--- src/rtl/mips32_pkg.sv ---
// -----------------------------------------------------------------------------
// mips32_pkg
//   Shared definitions for the MIPS32 fetch front end:
//     - 6-bit opcode constants for the supported instruction set
//     - 3-bit instruction class codes produced by the fetch predecoder
//     - predecode(): maps an instruction word to its class code
//   Only the optional predecode path (FETCH_PREDECODE_EN) in mips_fetch_queue
//   uses the function. The opcode constants are always available.
// -----------------------------------------------------------------------------
package mips32_pkg;

  // Register-register ALU operations
  localparam logic [5:0] OP_ADD   = 6'b000000;
  localparam logic [5:0] OP_SUB   = 6'b000001;
  localparam logic [5:0] OP_AND   = 6'b000010;
  localparam logic [5:0] OP_OR    = 6'b000011;
  localparam logic [5:0] OP_SLT   = 6'b000100;
  localparam logic [5:0] OP_MUL   = 6'b000101;

  // Memory operations
  localparam logic [5:0] OP_LW    = 6'b001000;
  localparam logic [5:0] OP_SW    = 6'b001001;

  // Register-immediate ALU operations
  localparam logic [5:0] OP_ADDI  = 6'b001010;
  localparam logic [5:0] OP_SUBI  = 6'b001011;
  localparam logic [5:0] OP_SLTI  = 6'b001100;

  // Conditional branches
  localparam logic [5:0] OP_BNEQZ = 6'b001101;
  localparam logic [5:0] OP_BEQZ  = 6'b001110;

  // Stop the machine
  localparam logic [5:0] OP_HLT   = 6'b111111;

  // Instruction class codes carried alongside each queued instruction
  typedef enum logic [2:0] {
    TYPE_RR_ALU = 3'd0,
    TYPE_RM_ALU = 3'd1,
    TYPE_LOAD   = 3'd2,
    TYPE_STORE  = 3'd3,
    TYPE_BRANCH = 3'd4,
    TYPE_HALT   = 3'd5
  } instr_type_e;

  localparam int TYPE_W = 3;

  // Classify an instruction from its opcode field. Anything not recognised is
  // treated as HALT so that a corrupted or unsupported word stops the machine
  // rather than executing as something arbitrary.
  function automatic instr_type_e predecode(input logic [31:0] ir);
    instr_type_e t;
    t = TYPE_HALT;
    case (ir[31:26])
      OP_ADD, OP_SUB, OP_AND, OP_OR, OP_SLT, OP_MUL: t = TYPE_RR_ALU;
      OP_ADDI, OP_SUBI, OP_SLTI:                    t = TYPE_RM_ALU;
      OP_LW:                                        t = TYPE_LOAD;
      OP_SW:                                        t = TYPE_STORE;
      OP_BNEQZ, OP_BEQZ:                            t = TYPE_BRANCH;
      OP_HLT:                                       t = TYPE_HALT;
      default:                                      t = TYPE_HALT;
    endcase
    return t;
  endfunction

endpackage

--- src/rtl/fetch_fifo.sv ---
// -----------------------------------------------------------------------------
// fetch_fifo
//   DEPTH-entry circular buffer holding fetched instructions. Read and write
//   pointers wrap naturally because DEPTH is a power of two. An explicit
//   occupancy counter tells full from empty.
//
//   Ports
//     clk, rst_n  clock, asynchronous active-low reset
//     flush       discard every entry (wins over push and pop)
//     push        write wdata at the tail on this edge
//     wdata       entry to write
//     pop         drop the head entry on this edge (caller guarantees !empty)
//     rdata       head entry (unregistered read of the storage array)
//     count       number of occupied entries, 0..DEPTH
//     empty       count == 0
// -----------------------------------------------------------------------------
module fetch_fifo #(
  parameter int DEPTH = 4,
  parameter int WIDTH = 64
) (
  input  logic                     clk,
  input  logic                     rst_n,
  input  logic                     flush,
  input  logic                     push,
  input  logic [WIDTH-1:0]         wdata,
  input  logic                     pop,
  output logic [WIDTH-1:0]         rdata,
  output logic [$clog2(DEPTH):0]   count,
  output logic                     empty
);

  localparam int PW = $clog2(DEPTH);
  localparam logic [PW:0] DEPTH_V = DEPTH[PW:0];

  logic [WIDTH-1:0] mem_q [DEPTH];
  logic [PW-1:0]    wr_ptr_q, wr_ptr_d;
  logic [PW-1:0]    rd_ptr_q, rd_ptr_d;
  logic [PW:0]      count_q, count_d;
  logic             full;

  // Pointer and occupancy next-state. A flush empties the buffer outright.
  // Otherwise push and pop move their own pointer, and a simultaneous push
  // and pop leave the count unchanged.
  always_comb begin
    wr_ptr_d = wr_ptr_q;
    rd_ptr_d = rd_ptr_q;
    count_d  = count_q;
    if (flush) begin
      wr_ptr_d = '0;
      rd_ptr_d = '0;
      count_d  = '0;
    end else begin
      if (push) wr_ptr_d = wr_ptr_q + 1'b1;
      if (pop)  rd_ptr_d = rd_ptr_q + 1'b1;
      case ({push, pop})
        2'b10:   count_d = count_q + 1'b1;
        2'b01:   count_d = count_q - 1'b1;
        default: count_d = count_q;
      endcase
    end
  end

  // Control registers. Reset abandons every entry.
  always_ff @(posedge clk or negedge rst_n) begin
    if (!rst_n) begin
      wr_ptr_q <= '0;
      rd_ptr_q <= '0;
      count_q  <= '0;
    end else begin
      wr_ptr_q <= wr_ptr_d;
      rd_ptr_q <= rd_ptr_d;
      count_q  <= count_d;
    end
  end

  // Storage array. It is not reset because the pointers and count decide
  // what is valid, and the top gates the head with the valid flag.
  always_ff @(posedge clk) begin
    if (push && !flush) mem_q[wr_ptr_q] <= wdata;
  end

  // A push without a matching pop into a full buffer would overwrite the
  // oldest entry. The fetch rule in the top is meant to make this impossible.
  always_ff @(posedge clk) begin
    if (rst_n && !flush && push && !pop) begin
      assert (!full);
    end
  end

  always_comb begin
    full  = (count_q == DEPTH_V);
    empty = (count_q == '0);
    count = count_q;
    rdata = mem_q[rd_ptr_q];
  end

endmodule

--- src/rtl/mips_fetch_queue.sv ---
// -----------------------------------------------------------------------------
// mips_fetch_queue
//   Instruction fetch unit with a small decoupling queue. It keeps the program
//   counter and issues one word read per cycle while there is room for the
//   response. Each response is queued together with its next-PC. Taken-branch
//   redirects flush the queue, and halt stops new fetches while the queue
//   drains.
//
//   Ports
//     clk, rst_n       clock, asynchronous active-low reset
//     imem_req         fetch request this cycle
//     imem_addr        word address of the request (pc[ADDR_W-1:0])
//     imem_rdata       instruction word, valid one cycle after imem_req
//     redirect_valid   taken branch: flush and refetch from redirect_pc
//     redirect_pc      branch target word address
//     halt             stop issuing fetches; queued words still drain
//     out_valid        queue head holds an instruction
//     out_ready        decode accepts the head
//     out_ir           head instruction word (0 when empty)
//     out_npc          head fetch address + 1 (0 when empty)
//     count            occupied queue entries
//     out_type         head instruction class, only when FETCH_PREDECODE_EN
//                      is defined
//
//   Configuration macro: FETCH_PREDECODE_EN
// -----------------------------------------------------------------------------
module mips_fetch_queue
  import mips32_pkg::*;
#(
  parameter int DEPTH  = 4,
  parameter int ADDR_W = 10
) (
  input  logic                     clk,
  input  logic                     rst_n,
  output logic                     imem_req,
  output logic [ADDR_W-1:0]        imem_addr,
  input  logic [31:0]              imem_rdata,
  input  logic                     redirect_valid,
  input  logic [31:0]              redirect_pc,
  input  logic                     halt,
  output logic                     out_valid,
  input  logic                     out_ready,
  output logic [31:0]              out_ir,
  output logic [31:0]              out_npc,
  output logic [$clog2(DEPTH):0]   count
`ifdef FETCH_PREDECODE_EN
  ,
  output logic [2:0]               out_type
`endif
);

  localparam int CW = $clog2(DEPTH) + 1;
  localparam logic [CW:0] DEPTH_V = DEPTH[CW:0];

`ifdef FETCH_PREDECODE_EN
  localparam int EW = 64 + TYPE_W;
`else
  localparam int EW = 64;
`endif

  logic [31:0]   pc_q, pc_d;
  logic          inflight_q, inflight_d;
  logic          kill_q, kill_d;
  logic          push, pop;
  logic          fifo_empty;
  logic [CW-1:0] fifo_count;
  logic [CW:0]   occupancy;
  logic [EW-1:0] fifo_wdata, fifo_rdata;

  // Request and enqueue decisions.
  // - occupancy is the number of slots that will be committed after this
  //   edge: queued entries, plus the response already on its way, minus the
  //   entry being popped. A new request may issue only when a slot is still
  //   free for its response, so the queue cannot overflow.
  // - imem_req is also gated by rst_n so that no request is visible while
  //   reset is held.
  // - A redirect in the response cycle discards that response, the same way
  //   the flush discards the queued entries.
  always_comb begin
    pop       = out_valid && out_ready;
    occupancy = {1'b0, fifo_count} + {{CW{1'b0}}, inflight_q} - {{CW{1'b0}}, pop};
    imem_req  = rst_n && !halt && !redirect_valid && (occupancy < DEPTH_V);
    push      = inflight_q && !kill_q && !redirect_valid;
  end

  // PC and in-flight tracking. A redirect loads the target. Otherwise every
  // issued request advances the PC, and the 32-bit adder wraps on its own.
  // kill_d marks a request that a same-cycle redirect has made stale. The
  // fetch rule never issues during a redirect, but the flag keeps a stale
  // response out of the queue even if that gating changes.
  always_comb begin
    pc_d       = pc_q;
    inflight_d = imem_req;
    kill_d     = imem_req && redirect_valid;
    if (redirect_valid) begin
      pc_d = redirect_pc;
    end else if (imem_req) begin
      pc_d = pc_q + 32'd1;
    end
  end

  // State registers. Reset abandons any in-flight response.
  always_ff @(posedge clk or negedge rst_n) begin
    if (!rst_n) begin
      pc_q       <= '0;
      inflight_q <= 1'b0;
      kill_q     <= 1'b0;
    end else begin
      pc_q       <= pc_d;
      inflight_q <= inflight_d;
      kill_q     <= kill_d;
    end
  end

  // Entry packing. In the response cycle pc_q already holds the fetch
  // address + 1. It only moves again on the closing edge of that cycle, so
  // it is exactly the next-PC to store with the word.
  always_comb begin
`ifdef FETCH_PREDECODE_EN
    fifo_wdata = {predecode(imem_rdata), pc_q, imem_rdata};
`else
    fifo_wdata = {pc_q, imem_rdata};
`endif
  end

  fetch_fifo #(
    .DEPTH (DEPTH),
    .WIDTH (EW)
  ) u_fifo (
    .clk   (clk),
    .rst_n (rst_n),
    .flush (redirect_valid),
    .push  (push),
    .wdata (fifo_wdata),
    .pop   (pop),
    .rdata (fifo_rdata),
    .count (fifo_count),
    .empty (fifo_empty)
  );

  // Head outputs come straight from the queue. They are forced to zero while
  // the queue is empty, so the unreset storage never shows on the outputs.
  always_comb begin
    imem_addr = pc_q[ADDR_W-1:0];
    count     = fifo_count;
    out_valid = !fifo_empty;
    out_ir    = out_valid ? fifo_rdata[31:0]  : 32'd0;
    out_npc   = out_valid ? fifo_rdata[63:32] : 32'd0;
`ifdef FETCH_PREDECODE_EN
    out_type  = out_valid ? fifo_rdata[66:64] : 3'd0;
`endif
  end

endmodule

--- config.mk ---
export PLATFORM = sky130hd
export DESIGN_NAME = mips_fetch_queue
export DESIGN_NICKNAME = d
export VERILOG_FILES = /design/src/rtl/mips32_pkg.sv /design/src/rtl/fetch_fifo.sv /design/src/rtl/mips_fetch_queue.sv
export SDC_FILE = /design/constraint.sdc
export NUM_CORES = 1
export LEC_CHECK = 0
export ABC_AREA = 0
export CORE_MARGIN = 2
export CORE_UTILIZATION = 50
export DETAILED_ROUTE_END_ITERATION = 12
export GPL_TIMING_DRIVEN = 0
export HOLD_SLACK_MARGIN = 0.06
export MAX_ROUTING_LAYER = met4
export PLACE_DENSITY = 0.8
export SYNTH_ARGS = -nofsm -noshare
export SYNTH_HDL_FRONTEND = slang
export SYNTH_HIERARCHICAL = 1
export SYNTH_SLANG_ARGS = --single-unit
--- constraint.sdc ---
create_clock -name clk -period 3.2 [get_ports clk]
set_clock_uncertainty 0.2 [all_clocks]
set_input_delay 0.64 -clock clk [delete_from_list [all_inputs] [get_ports clk]]
set_output_delay 0.64 -clock clk [all_outputs]
set_load 0.05 [all_outputs]
* After elaboration in Yosys (flattened, before gate mapping)
Memory sizes are Yosys's and may differ from the RTL's.
Cells that the tools add are included.
** Storage, ports and cells
- Bits in registers :: 41
- Bits in writable memories :: 256
- Bits of input ports :: 69
- Output and inout port bits :: 79
- Word-level logic and storage cells :: 46
- Memories kept :: 1
** Cells by class
- Add/subtract/negate cells :: 7
- Order comparisons :: 1
- Eq/ne operators :: 2
- Mux-type cells :: 12
- Reduce and logical (&&, ||, !) cells :: 17
** Memories
- u_fifo.mem_q :: depth 4, width 64, rd ports 1, clocked after Yosys merged registers in 0, wr ports 1, RTL line fetch_fifo.sv:35 : logic [WIDTH-1:0] mem_q [DEPTH];
** Operators by type and width (count)
- 32-bit two-way mux :: 4
- 32-bit by 1-bit adder with 32-bit output (second input constant) :: 1
- 1-bit logical AND :: 8
- 2-bit two-way mux :: 4
- 3-bit case mux with 2 select lines :: 1
- 2-bit nonzero test :: 3
- 2-bit by 1-bit adder with 2-bit output (second input constant) :: 2
- 3-bit by 1-bit adder with 4-bit output :: 1
- 1-bit logical NOT :: 4
- 4-bit by 3-bit less-than comparator with 1-bit output (second input constant) :: 1
- 4-bit by 1-bit subtractor with 4-bit output :: 1
- 3-bit by 1-bit adder with 3-bit output (second input constant) :: 1
- 3-bit logical NOT :: 1
- 3-bit two-way mux :: 1
- 3-bit nonzero test :: 1
- 3-bit by 1-bit subtractor with 3-bit output (second input constant) :: 1
- 2-bit by 1-bit == test with 1-bit output (second input constant) :: 1
- 2-bit == test (second input constant) :: 1
- 1-bit two-way mux :: 2

* Longest topological paths before layout
Gate-level depths: netlist of run 1.
- Depth in word-level cells :: 8
- Mapped depth :: 13
- Depth with buffers taken out :: 10

* Cells and area by module
The synthesis of run 1 kept the hierarchy.
** Modules (own cells, without submodules)
- fetch_fifo :: instances 1, cells each 376, area an instance 9661.8 um^2, seq. area each 7862.5 um^2
- mips_fetch_queue :: instances 1, cells each 351, area an instance 2778.9 um^2, seq. area each 850.8 um^2

* Worst setup path before layout of run 1
OpenSTA, ideal clock, no wires.
- Kind :: reg2out
- Start :: register u_fifo.count_q[0], in the netlist u_fifo/count[0]
- End :: output imem_req
- Data arrival time :: 3.583 ns
- Required time :: 2.360 ns
- Slack :: -1.223 ns
- Stages on the path, launching flop included :: 11
- Path buffers :: 2
- Cells stage by stage :: dfrtp_1 -> nor3_1 -> clkbuf_1 -> nor2b_1 -> ha_1 -> inv_1 -> ha_1 -> nand3b_4 -> a211o_1 -> buf_6 -> a31oi_1
** Between the ends
- Word-level cells in the longest chain between the ends :: 6
- Elaborated cells on any way between the ends :: 7
- Those cells by class :: 2 x add/sub; 1 x order compare; 4 x reduce/logical
** Ends and longest elaborated chain
- start, declared :: RTL line fetch_fifo.sv:38 : logic [PW:0] count_q, count_d;
- start signal, assigned :: RTL line fetch_fifo.sv:72 : count_q <= count_d;
- 3-bit logical NOT :: RTL line fetch_fifo.sv:92 : empty = (count_q == '0);
- named net fifo_empty :: RTL line mips_fetch_queue.sv:65 : logic fifo_empty;
- 1-bit logical NOT :: RTL line mips_fetch_queue.sv:146 : out_valid = !fifo_empty;
- 1-bit logical AND :: RTL line mips_fetch_queue.sv:80 : pop = out_valid && out_ready;
- named net pop :: RTL line mips_fetch_queue.sv:64 : logic push, pop;
- 4-bit by 1-bit subtractor with 4-bit output :: RTL line mips_fetch_queue.sv:81 : occupancy = {1'b0, fifo_count} + {{CW{1'b0}}, inflight_q} - {{CW{1'b0}}, pop};
- 4-bit by 3-bit less-than comparator with 1-bit output :: RTL line mips_fetch_queue.sv:82 : imem_req = rst_n && !halt && !redirect_valid && (occupancy < DEPTH_V);
- 1-bit logical AND :: RTL line mips_fetch_queue.sv:82
- end, declared :: RTL line mips_fetch_queue.sv:35 : output logic imem_req,
The timed path passes the listed nets, and every way through them passes these cells.

* Final worst setup path of run 1
Same ends and word-level chain as after synthesis.

==> metrics.csv, run 1 <==
metric,value,unit
max frequency,275,MHz
status,finished with violations,
CTS H-tree depth,1,
dpl cell area,14500,um2
most frequent cells in the layout,"256 x edfxtp_1, 80 x clkdlybuf4s50_1, 71 x nor2b_1, 64 x mux4_2, 46 x buf_2",
Comb pwr share,35.8,%
Least-Margin Pin Slew,1000,ps
crit share post-route,114,%
total grt overflow,0,
share of power burned in registers,36.7,%
hold path cells,0,
hold path start,pc_q[11],
R2R Path End,pc_q[24],
RR Startpoint,u_fifo/count[0],
"Arr. time, crit path",2790,ps
CTS Buffer Depth,3,
Worst Setup End Kind,output pin,
post-synth top area cell,edfxtp_1,
global-route wire length before repair,42900,um
FP Rows,57,
worst hold slack,397,ps
Sink Count,297,
"Hold Violations, Final",0,
clk_lat worst skew,540,ps
GRT Overall Usage,22.2,%
clk root buf,clkbuf_16,
Mapped Nets,805,
RSZ-0062 raised after global routing,true,
"Req. time, crit path",2360,ps
Final #Nets,1022,
DRC Markers,0,
clock-pin slew on the worst setup and hold paths,70,ps
Area growth syn-to-layout,27.9,%
via count,7410,
crit-path cells,"nor3_4, clkbuf_16, nor2b_4, ha_4, inv_4, ha_4, nand3b_4, a211o_1, buf_6, a31oi_4, buf_6",
R2R cell count,15,
starting density of the core,51.0,%
DP Wirelength,16700,um
Routed WL per cell,21.8,um
sw power,4210,uW
die height,162,um
initial antenna violation count,0,
Seq cells post-synth,297,
Post-Syn Area,12400,um2
core footprint,24400,um2
top_reg_cell synth,edfxtp_1,
CP Depth,11,
Syn Inst Count,727,
"most common cell after layout, fill and taps aside",edfxtp_1,
pwr/cell area,765,nW/um2
Tightest Hold Check Type,flop to flop,
# fillers,1679,
top cell family by delay on the critical path,buffers and inverters,
Multi-input gate area,3610,um2
post-layout min period,3630,ps
largest net degree at the start of global routing,48,
total CTS buffers,29,
Clock Power Share,27.5,%
vias in the first global route,7520,
fin util,65.2,%
WP buf/inv,4,
CTS tree,done,
routability cong.,0.848,
die width,162,um
synth warn,6,
WHS Endpoint,u_fifo/mem_q[1][43],
share of the synthesized area in the top cell type,61.8,%
failing checks,setup timing,
DRT Pass-1 Iters,5,
switching share of power,34.6,%
post-route cell area,15900,um2
max_slew headroom,32.9,%
Unique masters post-synth,48,
drt via density,5.74,
endpoints failing setup,25,
Final ANT Viol Nets,0,
initial detailed-routing violation count,743,
"Slowest-stage cell, CP",dfrtp_4,
number of flops mapped to enable cells by yosys,256,
num ports,148,
Inserted Diodes,0,
reg2reg setup slack,-180,ps
Critical Path Start Type,flop,
MaxCap Viol Count,0,
sequential share of the synthesized area,70.0,%
IO buf count,147,
ys async rst share,13.8,%
crit-path max FO,4,
total wire length,28100,um
cell-internal power,7960,uW
Syn Area/Cell,17.1,um2
sequential cell area,8720,um2
die area,26200,um2
peak supply drop,0.000438,V
LEAKAGE,0.00553,uW
Post-Route Setup TNS,-2020,ps
Area contributors post-synth,"edfxtp_1 62%, mux4_2 12%, dfrtp_1 8.2%",
Tot Pwr,12200,uW
fraction of layout cells with a size suffix above 1,28.4,%
PnR worst setup slack,-434,ps
Worst path max stage delay,500,ps
critical path class,flop to output pin,
fin. max-slew vios,0,
[what timing repair did]
action	in CTS	in global routing
gates cloned	5	0
endpoints found under the hold margin	20	0
gates resized for setup	277	44
setup buffers	29	3
pin swaps	30	4
endpoints found under the setup margin	338	307
hold buffers	2	0
[stage by stage]
step | instances | setup WS [ps]
3_5_place_dp | 1203 | -1180
5_1_grt | 1290 | -519
4_1_cts | 1289 | -467
3_3_place_gp | 1198 | -1800
2_1_floorplan | 727 | -42.2
6_report | 1290 | -434
[flip-flops by register name, indices dropped and copies added (netlist names)]
signal	flops
pc_q	32
u_fifo/wr_ptr_q	2
u_fifo/count	3
u_fifo/rd_ptr_q	2
u_fifo/mem_q	256
kill_q	1
inflight_q	1
[Yosys cell counts (4+ instances only)]
master,instances
a31oi_1,9
xnor2_1,15
buf_2,9
xor2_1,4
and3_1,6
nor4_1,4
a22oi_1,4
dfrtp_1,41
nand4_1,14
nor2b_1,73
nor2_1,17
inv_1,16
mux2i_1,6
mux4_2,64
nor3b_1,5
nand2_1,41
buf_6,7
nand3_1,18
edfxtp_1,256
and2_1,6
or3_1,4
o21ai_0,18
nor3_1,5
buf_4,12
clkbuf_1,20
o211ai_1,4
a311oi_1,7
and4_1,4
or4_1,5
ha_1,8
[final cells by class]
| type | instances | share of cell area, % |
|---|---|---|
| Buffer | 48 | 2.48 |
| Timing Repair Buffer | 187 | 11.2 |
| Sequential cell | 297 | 54.8 |
| Clock inverter | 21 | 1.30 |
| Inverter | 16 | 0.393 |
| Multi-Input combinational cell | 365 | 22.7 |
| Clock buffer | 32 | 4.63 |
| Tap cell | 324 | 2.55 |
[worst max path at each step]
stage / startpoint / end / slack [ps]
final: u_fifo/count[0] / imem_req / -430
after global placement: rst_n / imem_req / -1800
after CTS: u_fifo/count[0] / imem_req / -470
after floorplan: redirect_valid / u_fifo/mem_q[0][0] / -40
after detailed placement: out_ready / imem_req / -1180
after global routing: u_fifo/count[0] / imem_req / -520
[layer usage]
metal	vias up	part of all wire (%)	track usage, %
met4	0	3.0	6.92
met1	3727	41	29.4
met3	59	7.7	4.03
li1	3269	-	-
met2	355	49	35.5
met5	-	0	-
[cell families (layout without fill, tap and decap cells)]
kind of cell,after synthesis,count (layout),share of synthesized area [%]
buf+inv,65,304,2.84
compound gates,54,54,3.02
fa+ha+maj,9,9,0.966
flops,297,297,70.0
xor+xnor,19,19,1.34
other cells,1,1,0.0301
mux,72,72,12.2
simple gates,210,210,9.52
[power groups by stage]
stage                     clock network (uW)  registers, uW  logic, uW
after floorplan                            0           4530       2810
after global placement                     0           4550       4020
after detailed placement                   0           4560       4050
after CTS                               3410           4460       4300
after global routing                    3550           4480       4600
final                                   3350           4470       4360
(Power assumes the default switching activity.)
==> run 2: changes to the inputs <==
- HOLD_SLACK_MARGIN: 0.06 -> 0.02
==> results of run 2 <==
No change in the layout: final DEF, timing and power equal those of run 1.
